$ cat src/rtl/mips_ctrl_pkg.sv
// Shared types and encodings for the R-type control sequencer.
// Holds the state enum, R-type funct codes, ALU control codes and opcode.
package mips_ctrl_pkg;

  typedef enum logic [2:0] {
    FETCH,
    DECODE,
    EXEC,
    WB,
    HALT
  } state_t;

  localparam logic [5:0] OP_RTYPE = 6'h00;

  localparam logic [5:0] FN_ADD = 6'h20;
  localparam logic [5:0] FN_SUB = 6'h22;
  localparam logic [5:0] FN_AND = 6'h24;
  localparam logic [5:0] FN_OR  = 6'h25;
  localparam logic [5:0] FN_NOR = 6'h27;
  localparam logic [5:0] FN_SLT = 6'h2A;

  localparam logic [3:0] ALU_AND = 4'b0000;
  localparam logic [3:0] ALU_OR  = 4'b0001;
  localparam logic [3:0] ALU_ADD = 4'b0010;
  localparam logic [3:0] ALU_SUB = 4'b0110;
  localparam logic [3:0] ALU_SLT = 4'b0111;
  localparam logic [3:0] ALU_NOR = 4'b1100;

endpackage

$ cat src/rtl/rtype_funct_dec.sv
// Combinational R-type decoder: opcode/funct -> ALU control code + legal flag.
// Ports: i_opcode[5:0], i_funct[5:0] in; o_alu_op[3:0], o_legal out.
// Illegal encodings yield o_alu_op = 0000.
module rtype_funct_dec
  import mips_ctrl_pkg::*;
(
  input  logic [5:0] i_opcode,
  input  logic [5:0] i_funct,
  output logic [3:0] o_alu_op,
  output logic       o_legal
);

  always_comb begin
    o_alu_op = ALU_AND;
    o_legal  = 1'b0;
    if (i_opcode == OP_RTYPE) begin
      case (i_funct)
        FN_ADD: begin o_alu_op = ALU_ADD; o_legal = 1'b1; end
        FN_SUB: begin o_alu_op = ALU_SUB; o_legal = 1'b1; end
        FN_AND: begin o_alu_op = ALU_AND; o_legal = 1'b1; end
        FN_OR:  begin o_alu_op = ALU_OR;  o_legal = 1'b1; end
        FN_NOR: begin o_alu_op = ALU_NOR; o_legal = 1'b1; end
        FN_SLT: begin o_alu_op = ALU_SLT; o_legal = 1'b1; end
        default: begin
          o_alu_op = ALU_AND;
          o_legal  = 1'b0;
        end
      endcase
    end
  end

endmodule

$ cat src/rtl/rtype_ctrl_fsm.sv
// Multi-cycle R-type control sequencer: FETCH -> DECODE -> EXEC -> WB.
// Ports: clk, rst (async, active high); imem_req/imem_ack/imem_data fetch
//   handshake; pc_en PC strobe; rs/rt/rd_addr register addresses;
//   alu_op ALU code; br_we reg write enable; busy; illegal (sticky);
//   fetch_err timeout pulse; retired_cnt retired-instruction counter.
// Config macro HALT_ON_ILLEGAL_EN: illegal instruction parks the FSM in
//   HALT until reset; otherwise it runs as a NOP through EXEC/WB.
module rtype_ctrl_fsm
  import mips_ctrl_pkg::*;
#(
  parameter int CNT_W       = 32,
  parameter int ACK_TIMEOUT = 8
) (
  input  logic             clk,
  input  logic             rst,
  output logic             imem_req,
  input  logic             imem_ack,
  input  logic [31:0]      imem_data,
  output logic             pc_en,
  output logic [4:0]       rs_addr,
  output logic [4:0]       rt_addr,
  output logic [4:0]       rd_addr,
  output logic [3:0]       alu_op,
  output logic             br_we,
  output logic             busy,
  output logic             illegal,
  output logic             fetch_err,
  output logic [CNT_W-1:0] retired_cnt
);

  // Counter only needs to reach ACK_TIMEOUT-1.
  localparam int WAIT_W =
    (ACK_TIMEOUT > 1) ? $clog2(ACK_TIMEOUT) : 1;
  localparam logic [WAIT_W-1:0] WAIT_LAST =
    WAIT_W'(ACK_TIMEOUT - 1);
  localparam logic [WAIT_W-1:0] WAIT_ONE =
    WAIT_W'(1);
  localparam logic [CNT_W-1:0] CNT_ONE =
    CNT_W'(1);

  state_t              r_state;
  state_t              w_next;
  logic [31:0]         r_ir;
  logic [WAIT_W-1:0]   r_wait;
  logic [CNT_W-1:0]    r_cnt;
  logic                r_illegal;

  logic       w_ir_ld;
  logic       w_wait_clr;
  logic       w_wait_inc;
  logic       w_retire;
  logic       w_ill_set;
  logic [3:0] w_alu;
  logic       w_legal;
  logic       w_unused;

  rtype_funct_dec u_dec (
    .i_opcode (r_ir[31:26]),
    .i_funct  (r_ir[5:0]),
    .o_alu_op (w_alu),
    .o_legal  (w_legal)
  );

  // shamt is not used by any supported op.
  assign w_unused = ^r_ir[10:6];

  assign rs_addr     = r_ir[25:21];
  assign rt_addr     = r_ir[20:16];
  assign rd_addr     = r_ir[15:11];
  assign illegal     = r_illegal;
  assign retired_cnt = r_cnt;

  always_ff @(posedge clk or posedge rst) begin
    if (rst) begin
      r_state   <= FETCH;
      r_ir      <= '0;
      r_wait    <= '0;
      r_cnt     <= '0;
      r_illegal <= 1'b0;
    end else begin
      r_state <= w_next;
      if (w_ir_ld)
        r_ir <= imem_data;
      if (w_wait_clr)
        r_wait <= '0;
      else if (w_wait_inc)
        r_wait <= r_wait + WAIT_ONE;
      if (w_retire)
        r_cnt <= r_cnt + CNT_ONE;
      if (w_ill_set)
        r_illegal <= 1'b1;
    end
  end

  always_comb begin
    w_next     = r_state;
    imem_req   = 1'b0;
    pc_en      = 1'b0;
    br_we      = 1'b0;
    fetch_err  = 1'b0;
    busy       = 1'b1;
    alu_op     = ALU_AND;
    w_ir_ld    = 1'b0;
    w_wait_clr = 1'b0;
    w_wait_inc = 1'b0;
    w_retire   = 1'b0;
    w_ill_set  = 1'b0;
    unique case (r_state)
      FETCH: begin
        imem_req = 1'b1;
        if (imem_ack) begin
          w_ir_ld    = 1'b1;
          pc_en      = 1'b1;
          w_wait_clr = 1'b1;
          w_next     = DECODE;
        end else if (r_wait == WAIT_LAST) begin
          // Timeout: flag it and retry from a fresh count.
          fetch_err  = 1'b1;
          w_wait_clr = 1'b1;
        end else begin
          w_wait_inc = 1'b1;
        end
      end
      DECODE: begin
        w_ill_set = ~w_legal;
`ifdef HALT_ON_ILLEGAL_EN
        w_next = w_legal ? EXEC : HALT;
`else
        w_next = EXEC;
`endif
      end
      EXEC: begin
        alu_op = w_alu;
        w_next = WB;
      end
      WB: begin
        alu_op   = w_alu;
        br_we    = w_legal && (rd_addr != 5'd0);
        w_retire = 1'b1;
        w_next   = FETCH;
      end
      HALT: begin
        busy   = 1'b0;
        w_next = HALT;
      end
      default: begin
        w_next = FETCH;
      end
    endcase
  end

endmodule

$ cat config.mk
export PLATFORM = sky130hd
export DESIGN_NAME = rtype_ctrl_fsm
export DESIGN_NICKNAME = d
export VERILOG_FILES = /design/src/rtl/mips_ctrl_pkg.sv /design/src/rtl/rtype_funct_dec.sv /design/src/rtl/rtype_ctrl_fsm.sv
export SDC_FILE = /design/constraint.sdc
export NUM_CORES = 1
export LEC_CHECK = 0
export ABC_CLOCK_PERIOD_IN_PS = 3500
export BUFFER_PORTS_ARGS = -buffer_cell sky130_fd_sc_hd__buf_2
export CORE_MARGIN = 10
export CORE_UTILIZATION = 56
export CTS_CLUSTER_DIAMETER = 80
export DETAILED_ROUTE_END_ITERATION = 8
export GPL_TIMING_DRIVEN = 0
export PLACE_DENSITY = 0.85
export SLEW_MARGIN = 0
export SYNTH_ARGS = -nofsm -noshare
export SYNTH_HDL_FRONTEND = slang
export SYNTH_SLANG_ARGS = --single-unit
$ cat constraint.sdc
create_clock -name clk -period 3.5 [get_ports clk]
set_input_delay 0.175 -clock clk [delete_from_list [all_inputs] [get_ports clk]]
set_output_delay 0.175 -clock clk [all_outputs]
set_load 0.02 [all_outputs]
== Word level (Yosys, flattened, before mapping) ==
Cells that the tools add are included.

* Register bits: 71
* Input port bits: 35
* Output and inout bits: 57
* Logic and storage cells: 51

* $add $sub $neg: 2
* Eq/ne operators: 12
* Mux-type cells: 24
* Bitwise logic cells: 1
* Reductions and logical operators: 7

{| class="wikitable"
|+ Operators by type and width
! cell !! number
|-
| $eq A6 B6 Y1 const B || 6
|-
| $add A32 B1 Y32 const B || 1
|-
| $pmux W4 S5 || 1
|-
| $mux W1 || 17
|-
| $pmux W3 S4 || 1
|-
| $mux W3 || 3
|-
| $mux W4 || 2
|-
| $eq A3 B2 Y1 const B || 2
|-
| $eq A3 B3 Y1 const B || 2
|-
| $logic_not A6 Y1 || 1
|-
| $reduce_or A6 Y1 || 1
|-
| $reduce_bool A5 Y1 || 1
|-
| $add A3 B1 Y3 const B || 1
|-
| $eq A3 B1 Y1 const B || 1
|-
| $logic_not A3 Y1 || 1
|-
| $ne A2 B2 Y1 const B || 1
|-
| $reduce_bool A2 Y1 || 1
|-
| $reduce_or A2 Y1 || 1
|-
| $logic_and A1 B1 Y1 || 1
|-
| $not A1 Y1 || 1
|}

== Longest topological paths before layout ==
Gate-level depths: netlist of run 1.

* Word-level depth: 6
* Mapped depth: 8
* Gate-level depth less buffers: 5

== Modules after synthesis ==
Synthesis of run 1 repeated with hierarchy kept, for this count alone.

* Cells, all modules: 257
* Area total of the unflattened synthesis: 3104.2 um2

{| class="wikitable"
|+ Modules (own cells, without submodules)
! module !! instances !! cells each !! area each (um2) !! seq. area each (um2)
|-
| rtype_ctrl_fsm || 1 || 242 || 2975.4 || 1651.6
|-
| rtype_funct_dec || 1 || 15 || 128.9 || 0.0
|}

== Least setup slack after synthesis of run 1 ==
OpenSTA, ideal clock, no wires.

* Path kind: register to register
* Start: register r_state[0]
* End: register r_ir[11]
* Library setup time: 0.127 ns
* Data arrival time: 1.728 ns
* Required time: 3.373 ns
* Path slack: 1.645 ns
* Stages on the path, launching flop included: 8
* Path buffers: 3
* Clock period less this slack: 1.855 ns
* Cell sequence: dfrtp_1 > buf_6 > or3_1 > buf_6 > clkinv_2 > and2_4 > buf_8 > mux2_1

* Word-level cells in the longest chain between the ends: 2

{| class="wikitable"
|+ Ends and longest elaborated chain
! element !! RTL line !! text
|-
| start: declaration || rtype_ctrl_fsm.sv:41 || <nowiki>state_t r_state;</nowiki>
|-
| start signal: assignment || rtype_ctrl_fsm.sv:81 || <nowiki>r_state <= w_next;</nowiki>
|-
| $logic_not A3 Y1 || n/a ||
|-
| $mux W1 || n/a ||
|-
| via pc_en || rtype_ctrl_fsm.sv:19 || <nowiki>output logic pc_en,</nowiki>
|-
| end signal: assignment || rtype_ctrl_fsm.sv:83 || <nowiki>r_ir <= imem_data;</nowiki>
|-
| end: declaration || rtype_ctrl_fsm.sv:43 || <nowiki>logic [31:0] r_ir;</nowiki>
|}

The timed path passes the listed nets, and every way through them passes these cells.
A chain may end at the register's enable or synchronous reset.

== Worst setup path after layout of run 1 ==
* Start: register r_state[1]
* End: output pc_en

* Word-level cells in the longest chain between the ends: 2

{| class="wikitable"
|+ Ends and longest elaborated chain
! element !! RTL line !! text
|-
| $logic_not A3 Y1 || rtype_ctrl_fsm.sv:108 || <nowiki>unique case (r_state)</nowiki>
|-
| $mux W1 || rtype_ctrl_fsm.sv:108 ||
|-
| end: declaration || rtype_ctrl_fsm.sv:19 ||
|}

No other way between the ends.

==> impl_metrics.py, run 1 <==
metrics = {
    "synthesis": {
        "ys_ff_latch": 66,
        "netlist_top_cells_area": "dfrtp_1, mux2_4, xnor2_1",
        "synth_cells": 255,
        "yosysWarnings": 0,
        "synth_cell_types": 39,
        "synth_area_um2": 3160,
        "synth_area_per_cell_um2": 12.4,
        "seq_area_frac_synth": 0.523,
        "synth.top_cell.area_share": 0.523,
        "synth_fp_nets": 293,
        "yosys.area.top_type": "dfrtp_1",
    },
    "die": {
        "core_um2": 5470,
        "dieHeight_um": 95.1,
        "ios": 92,
        "std_cell_rows": 27,
        "initial_utilization": 0.577,
        "die_w_um": 95.1,
        "die-area_um2": 9040,
    },
    "setup_path": {
        "required_ns": 3.32,
        "cp_common_cell": "buf_2",
        "crit_path_max_incr_delay_ns": 0.38,
        "cp-start-kind": "flip-flop",
        "r2r-end": "r_ir[30]",
        "path_cells": "buf_2 -> or3_1 -> buf_6 -> clkinv_2 -> and2_4 -> buf_8 -> buf_2",
        "critPathCaptureType": "primary output",
        "cp_max_fo": 10,
        "startpoint": "r_state[1]",
        "crit_arrival_ns": 1.95,
        "critPathKind": "flip-flop to primary output",
        "r2r_slack_ns": 1.58,
        "r2r_cells": 7,
        "regToRegStartpoint": "r_state[1]",
        "crit_slowest_cell": "or3_1",
        "crit_end": "pc_en",
    },
    "clock_network": {
        "cts_buffer_depth": 2,
        "ctsRootBufferMaster": "clkbuf_8",
        "clk_pin_slew_worst_paths_ns": 0.07,
        "cts_resized": 0,
        "hold_buffers": 1,
        "cts_tree": "built",
        "insertion_delay_ns": 0.33,
        "htree_levels": 3,
        "post_cts_buffers": 0,
        "clock-sinks": 66,
        "cts_made_buffers": 9,
    },
    "sta": {
        "timing.fmax_mhz": 471,
        "setup_tns_ns": 0,
        "hold_viol_final": 0,
        "rsz0062_at_grt": "no",
        "worst_pin_slew_ns": 0.609,
        "fin_skew_ns": 0.00679,
        "drv_slew": 0,
        "period_needed_ns": 2.12,
        "slew_headroom": 0.594,
        "period_share": 0.607,
        "finalSetupViolations": 0,
    },
    "global_routing": {
        "use_met3": 0.0487,
        "use_met1": 0.196,
        "grt_pass1_vias": 2294,
        "grt_use_total": 0.161,
        "use_met2": 0.262,
        "grt_overflow_total": 0,
        "grt-busiest-layer": "met2",
        "antenna_found_initial": 0,
        "grt_pass1_wl_mm": 11.5,
        "grt_max_degree": 40,
    },
    "pwr": {
        "p_leak_uw": 0.00198,
        "p_per_area_nw_per_um2": 753,
        "internal_power_uw": 1990,
        "combPwrFrac": 0.376,
        "p_switching_uw": 967,
        "ir_drop_uv": 380,
        "swShare": 0.327,
        "pwr-share-clk": 0.235,
        "seqPwrFrac": 0.389,
    },
    "detailed_routing": {
        "wirelength_mm": 6.97,
        "avgViaCountPerCell": 5.19,
        "drtIter0Drc": 70,
        "drt.antenna.violating_nets": 0,
        "wl_per_cell_um": 16.2,
        "drc_errors": 0,
        "drtPass1Iterations": 4,
        "vias": 2233,
    },
    "placement": {
        "port_buffers": 86,
        "gp_congestion": 0.784,
        "hpwlAfterDp_mm": 5.28,
        "dp.cells": 414,
    },
    "layout": {
        "drive_gt1_frac": 0.433,
        "fin_nets": 392,
        "final_cell_mix": "buf_2, dfrtp_1, xnor2_1, mux2_4, nand2_1",
        "diodes": 0,
        "final_common_cell": "buf_2",
        "stdcell_count": 430,
        "syn2layout_area_growth_pct": 24.5,
    },
    "flow_run": {
        "maxCapViolCount": 0,
    },
    "run_status": {
        "status": "complete, no violations",
    },
    "hold_path": {
        "hold_path.class": "input port to flip-flop",
    },
}
-- worst max-delay path: cells and delay by family (launching register included) --
family,cells,cell delay (ns)
buffers and inverters,5,0.69
AND/OR/NAND/NOR,2,0.57
flip-flops,1,0.36
-- power by group through the flow --
stage	logic (uW)	registers (uW)	clock network, uW
floorplan	842	1150	0
global placement	1080	1140	0
detailed placement	1120	1160	0
CTS	1130	1150	703
global route	1220	1180	744
finish	1110	1150	695
-- registers in the layout, indices dropped and copies added, names as in the netlist --
| signal | count |
|---|---|
| illegal | 1 |
| r_ir | 27 |
| r_state | 3 |
| r_wait | 3 |
| retired_cnt | 32 |
-- routing by layer --
layer | share of wire | wire (um)
met1 | 0.43 | 2970
met2 | 0.49 | 3450
met3 | 0.063 | 441
met4 | 0.017 | 116
met5 | 0 | 0
-- area by class of cell --
class | count | area [um^2]
clock buffers | 14 | 193
flip-flops and latches | 66 | 1650
multi-input cells | 161 | 1280
repair buffers | 88 | 460
clock inverters | 1 | 30.0
fillers | 405 | 1540
plain buffers | 22 | 203
well taps | 72 | 90.1
inverters | 6 | 23.8
-- cell families after synthesis --
logic type | Yosys count | synth area share
AO/OA/AOI/OAI | 10 | 0.0190
AND/OR/NAND/NOR | 89 | 0.165
multiplexers | 27 | 0.120
buffers and inverters | 28 | 0.0718
flip-flops | 66 | 0.523
XOR/XNOR | 32 | 0.0888
adder cells (fa/ha/maj) | 3 | 0.0119
-- synthesized netlist by cell type --
library cell / instances
nor3b_1: 2
nand2_1: 17
a21o_1: 1
nor2_1: 15
mux2_1: 5
xor2_1: 5
buf_8: 1
nor3_2: 1
buf_12: 2
buf_6: 2
nand3_1: 16
nand4b_1: 1
nor4_2: 1
dfrtp_1: 66
a31oi_1: 1
nor3_1: 4
a31o_2: 1
buf_2: 1
nor4_4: 2
xnor2_1: 27
buf_4: 16
and3_1: 4
nand3b_1: 1
nand4b_2: 1
ha_1: 3
nor4b_1: 1
mux2_2: 2
or3_1: 1
mux2_4: 20
and4_1: 3
inv_1: 5
o21ai_0: 6
or4_1: 1
and2_4: 1
nor4_1: 2
clkinv_2: 1
and2_1: 2
a211oi_1: 1
nand4_1: 13
-- worst min-delay path by stage --
stage	cells after the start	end	start
floorplan	2	r_ir[1]	imem_data[1]
global placement	3	r_ir[3]	imem_data[3]
detailed placement	2	r_ir[20]	rst
CTS	3	r_ir[1]	imem_data[1]
global route	3	r_ir[1]	imem_data[1]
finish	3	r_ir[1]	imem_data[1]
-- per-stage QoR --
| stage | power [uW] | setup slack [ns] | hold WS [ns] | utilization | cell area [um^2] |
|---|---|---|---|---|---|
| finish | 2960 | 1.38 | 0.0396 | 0.718 | 3930 |
| floorplan | 1990 | 1.64 | 0.292 | - | 3160 |
| global placement | 2220 | 0.919 | 0.379 | 0.672 | 3680 |
| detailed placement | 2280 | 1.60 | 0.285 | 0.675 | 3700 |
| global route | 3140 | 1.25 | 0.0370 | 0.718 | 3930 |
| CTS | 2980 | 1.37 | 0.0318 | 0.718 | 3930 |
(Power assumes the default switching activity.)
==> run 2, diff against run 1 <==
Settings changed: ABC_CLOCK_PERIOD_IN_PS 3500 to 1890, CORE_UTILIZATION 56 to 47, PLACE_DENSITY 0.85 to 0.76.
Clock period 3.5 ns to 1.89 ns, I/O delays scaled along.
==> run 2 against run 1 <==
  * Wire length increased by 4.3%
  * Critical path type unchanged
  * Sequential power is 90% higher
  * Register-to-register slack got worse by 1.5 ns
  * Cell area up 8.4%
  * Non-clock buffer count grew 28
  * Worst hold slack got worse by 0.024 ns
  * Clock skew decreased by 0.0017 ns
  * Critical endpoint is now alu_op[2]
  * Critical path depth down 3
  * Combinational power rose by 96%
  * Clock-buffer cell count fell by 2
  * Die area rose by 15%
  * Utilization shrank 5.5 points
  * Largest power group unchanged
==> impl_metrics.py, run 2 (same netlist as run 1, synthesis figures left out) <==
metrics = {
    "run_status": {
        "status": "complete, no violations",
    },
    "setup_path": {
        "regToRegStartpoint": "r_state[1]",
        "crit_arrival_ns": 1.74,
        "r2r_slack_ns": 0.08,
        "critPathKind": "flip-flop to primary output",
        "required_ns": 1.80,
        "r2r-end": "r_ir[23]",
        "r2r_cells": 6,
        "cp_max_fo": 4,
        "cp-start-kind": "flip-flop",
        "critPathCaptureType": "primary output",
    },
    "clock_network": {
        "cts_buffer_depth": 2,
        "htree_levels": 3,
        "ctsRootBufferMaster": "clkbuf_8",
        "cts_tree": "built",
        "clock-sinks": 66,
        "cts_made_buffers": 9,
        "insertion_delay_ns": 0.33,
        "clk_pin_slew_worst_paths_ns": 0.07,
    },
    "detailed_routing": {
        "drtPass1Iterations": 4,
        "wl_per_cell_um": 15.7,
        "drt.antenna.violating_nets": 0,
        "avgViaCountPerCell": 4.98,
        "wirelength_mm": 7.27,
        "drc_errors": 0,
        "drtIter0Drc": 75,
        "vias": 2307,
    },
    "die": {
        "ios": 92,
        "dieHeight_um": 102,
        "die-area_um2": 10400,
        "std_cell_rows": 29,
        "core_um2": 6420,
        "die_w_um": 102,
        "initial_utilization": 0.491,
    },
    "layout": {
        "final_util": 0.663,
        "syn2layout_area_growth_pct": 35.0,
        "final_area_um2": 4260,
        "drive_gt1_frac": 0.420,
        "diodes": 0,
        "final_cell_mix": "buf_2, dfrtp_1, xnor2_1, dlygate4sd3_1",
        "final_common_cell": "buf_2",
        "largest_reg_flops": 32,
        "fin_nets": 420,
    },
    "sta": {
        "finalSetupViolations": 0,
        "fin_skew_ns": 0.00511,
        "period_share": 0.971,
        "period_needed_ns": 1.84,
        "slew_headroom": 0.531,
        "drv_slew": 0,
        "worst_pin_slew_ns": 0.702,
        "rsz0062_at_grt": "yes",
        "timing.fmax_mhz": 545,
        "hold_viol_final": 0,
    },
    "global_routing": {
        "grt-busiest-layer": "met2",
        "use_met2": 0.237,
        "use_met3": 0.0385,
        "grt_pass1_vias": 2393,
        "grt_pass1_wl_mm": 11.7,
        "use_met1": 0.168,
        "grt_overflow_total": 0,
        "grt_max_degree": 35,
        "grt_use_total": 0.141,
        "antenna_found_initial": 0,
    },
    "pwr": {
        "p_leak_uw": 0.00211,
        "ir_drop_uv": 617,
        "p_per_area_nw_per_um2": 1290,
    },
    "hold_path": {
        "whs_endpoint": "r_ir[23]",
        "hold_start": "imem_data[23]",
        "hold_depth": 2,
        "hold_path.class": "input port to flip-flop",
    },
    "placement": {
        "hpwlAfterDp_mm": 5.09,
        "port_buffers": 86,
        "placed_area_um2": 3700,
        "gp_congestion": 0.837,
    },
    "flow_run": {
        "maxCapViolCount": 0,
    },
}
[run 2: cell count changes in the layout (fill, tap and decap cells not counted), moves of 2 or more]
| cell | change |
|---|---|
| clkbuf_1 | +2 |
| dlygate4sd3_1 | +25 |
| buf_2 | -4 |
| dfrtp_2 | +2 |
| dfrtp_1 | -2 |
| buf_4 | +4 |
| clkbuf_8 | -4 |
[run 2: worst max-delay path: stages, from the launching register on]
cell      delay [ns]
dfrtp_1         0.41
nor4b_4         0.35
nand4b_1        0.22
nor3b_1         0.23
buf_2           0.20
[run 2: final cells by class]
class / count / area, um^2
Inverter: 6 / 27.5
Multi-Input combinational cell: 161 / 1320
Clock inverter: 3 / 40.0
Buffer: 20 / 186
Fill cell: 482 / 2160
Sequential cell: 66 / 1650
Clock buffer: 12 / 145
Timing Repair Buffer: 118 / 796
Tap cell: 77 / 96.3
[run 2: worst max path at each step]
| stage | startpoint | endpoint | slack, ns |
|---|---|---|---|
| floorplan | r_state[0] | r_ir[11] | 0.03 |
| global placement | rst | r_ir[24] | -0.67 |
| detailed placement | r_state[1] | r_ir[11] | 0.02 |
| CTS | r_ir[4] | alu_op[2] | 0.04 |
| finish | r_ir[28] | alu_op[2] | 0.05 |
| global route | r_ir[28] | alu_op[2] | -0.06 |
[run 2: power breakdown]
part           internal, uW  switching, uW  total [uW]
logic                  1210            976        2180
clock network           635            496        1130
registers              1820            370        2190
[run 2: what timing repair did]
item / 4_1_cts / 5_1_grt
hold buffers: 26 / 0
endpoints found under the hold margin: 57 / 0
pin swaps: 2 / 4
resized for setup: 10 / 6
buffers inserted: 3 / 1
cloned: 1 / 0
endpoints found under the setup margin: 5 / 11
[run 2: per-stage QoR]
step / hold slack (ns) / TNS [ns] / setup slack [ns] / cells / power (uW)
floorplan: 0.211 / 0 / 0.0345 / 255 / 3680
global placement: 0.301 / -43.76 / -0.666 / 418 / 4120
detailed placement: 0.248 / 0 / 0.0244 / 419 / 4200
CTS: 0.000378 / 0 / 0.0371 / 462 / 5500
global route: 0.00338 / -0.130 / -0.0578 / 463 / 5840
finish: 0.0156 / 0 / 0.0543 / 463 / 5500
[run 2: layer usage]
metal | share of wire | vias to the layer above
met3 | 0.052 | 8
met4 | 0.013 | 0
met5 | 0 | -
li1 | - | 1133
met2 | 0.50 | 50
met1 | 0.43 | 1116
==> run 3, diff against run 2 <==
Settings changed: CORE_UTILIZATION 47 to 35, CTS_CLUSTER_DIAMETER 80 to unset, PLACE_DENSITY 0.76 to 0.6.
==> run 3 against run 2 <==
  * Clock-buffer cell count down 1
  * Setup slack worse by 0.0033 ns
  * Sequential share of layout area down 1.1 points
  * Global-route usage fell by 2.9 points
  * Wire length grew 2.3%
  * Power increased by 3.5%
  * Register-to-register slack got worse by 0.03 ns
  * Final cell count is 8.4% higher
  * Via count rose by 2.1%
  * Die area is 27% higher
  * Worst hold slack better by 0.049 ns
  * Highest routed layer unchanged
==> impl_metrics.py, run 3 (same netlist as run 1, synthesis figures left out) <==
metrics = {
    "sta": {
        "worst_pin_slew_ns": 0.825,
        "rsz0062_at_grt": "yes",
        "drv_slew": 0,
        "hold_viol_final": 0,
        "timing.fmax_mhz": 544,
        "period_share": 0.973,
        "hold_slack_ns": 0.0649,
        "fin_skew_ns": 0.00978,
        "setup_tns_ns": 0,
        "slew_headroom": 0.450,
        "period_needed_ns": 1.84,
        "fin_ws_ns": 0.0509,
        "finalSetupViolations": 0,
    },
    "placement": {
        "gp_congestion": 0.730,
        "port_buffers": 86,
        "place_ws_ns": 0.0179,
        "hpwlAfterDp_mm": 5.22,
    },
    "clock_network": {
        "clk_pin_slew_worst_paths_ns": 0.07,
        "htree_levels": 3,
        "insertion_delay_ns": 0.33,
        "cts_made_buffers": 9,
        "ctsRootBufferMaster": "clkbuf_8",
        "clock-sinks": 66,
        "cts_buffer_depth": 2,
        "cts_tree": "built",
    },
    "setup_path": {
        "critPathKind": "flip-flop to flip-flop",
        "crit_arrival_ns": 2.05,
        "required_ns": 2.10,
        "critPathCaptureType": "flip-flop",
        "crit_path_max_incr_delay_ns": 0.47,
        "crit_slowest_cell": "dfrtp_2",
        "regToRegStartpoint": "r_state[1]",
        "cp_max_fo": 8,
        "startpoint": "r_state[1]",
        "path_cells": "or3_4 -> clkinv_2 -> and2_4 -> buf_6 -> clkbuf_16 -> mux2_4",
        "cp-start-kind": "flip-flop",
    },
    "global_routing": {
        "grt_max_degree": 67,
        "antenna_found_initial": 0,
        "grt_overflow_total": 0,
        "grt_use_total": 0.112,
        "grt_pass1_vias": 2430,
        "grt_pass1_wl_mm": 12.1,
    },
    "layout": {
        "final_common_cell": "buf_2",
        "final_cell_mix": "buf_2, dfrtp_1, dlygate4sd3_1, xnor2_1, buf_4",
        "largest_reg_flops": 32,
        "syn2layout_area_growth_pct": 38.8,
        "fin_nets": 427,
        "diodes": 0,
        "drive_gt1_frac": 0.429,
        "final_util": 0.500,
        "fillers": 799,
    },
    "die": {
        "dieHeight_um": 115,
        "initial_utilization": 0.360,
        "die_w_um": 115,
        "die-area_um2": 13200,
        "core_um2": 8760,
        "ios": 92,
        "std_cell_rows": 34,
    },
    "detailed_routing": {
        "wl_per_cell_um": 14.8,
        "drt.antenna.violating_nets": 0,
        "drtPass1Iterations": 4,
        "vias": 2356,
        "wirelength_mm": 7.44,
        "drc_errors": 0,
        "avgViaCountPerCell": 4.69,
        "drtIter0Drc": 136,
    },
    "pwr": {
        "p_leak_uw": 0.00214,
        "ir_drop_uv": 577,
        "p_per_area_nw_per_um2": 1300,
    },
    "flow_run": {
        "maxCapViolCount": 0,
    },
    "run_status": {
        "status": "complete, no violations",
    },
    "hold_path": {
        "hold_start": "imem_ack",
        "hold_path.class": "input port to flip-flop",
    },
}
## run 3: layout make-up
cell class	instances	area [um^2]	share of cell area
clock buffer	11	141	0.0323
clock inverter	5	77.6	0.0177
sequential	66	1650	0.377
inverter	6	26.3	0.00600
buffer	20	186	0.0426
tap	108	135	0.0308
timing repair buffer	125	838	0.191
multi-input combinational	161	1320	0.302
## run 3: worst max-delay path, delay by kind of cell, from the launching register on
kind                   cells  cell delay, ns
buffers and inverters      3            0.35
flip-flops                 1            0.47
multiplexers               1            0.29
AND/OR/NAND/NOR            2            0.62
## run 3: final timing paths
kind,to,slack (ns),cells past startpoint
min,r_state[0],0.06,3
max reg2reg,r_ir[23],0.05,6
min in group asynchronous,r_ir[20],0.49,3
max in group asynchronous,r_state[1],0.81,3
max,r_ir[23],0.05,6
min reg2reg,retired_cnt[31],0.47,1
## run 3: metrics by stage
| step | power, uW | instance area (um^2) | cells |
|---|---|---|---|
| final | 5700 | 4380 | 502 |
| after detailed placement | 4190 | 3720 | 449 |
| after global placement | 4150 | 3720 | 449 |
| after floorplan | 3680 | 3160 | 255 |
| after CTS | 5690 | 4300 | 496 |
| after global routing | 6050 | 4380 | 502 |
## run 3: layer usage
| layer | global-route usage | routed length (um) | share of wire |
|---|---|---|---|
| met1 | 0.147 | 3360 | 0.45 |
| met2 | 0.166 | 3450 | 0.46 |
| met3 | 0.0344 | 508 | 0.068 |
| met4 | 0.0520 | 121 | 0.016 |
| met5 | 0 | 0 | 0 |
## run 3: where the power goes
group | switching (uW) | internal [uW]
Sequential | 359 | 1820
Clock | 530 | 775
Combinational | 973 | 1240
## run 3: repair_timing
item,in CTS,in global routing
hold buffers,28,0
cloned,0,1
pin swaps,2,5
setup endpoints to repair,7,20
setup buffers,5,5
hold endpoints to repair,93,0
resized for setup,8,5
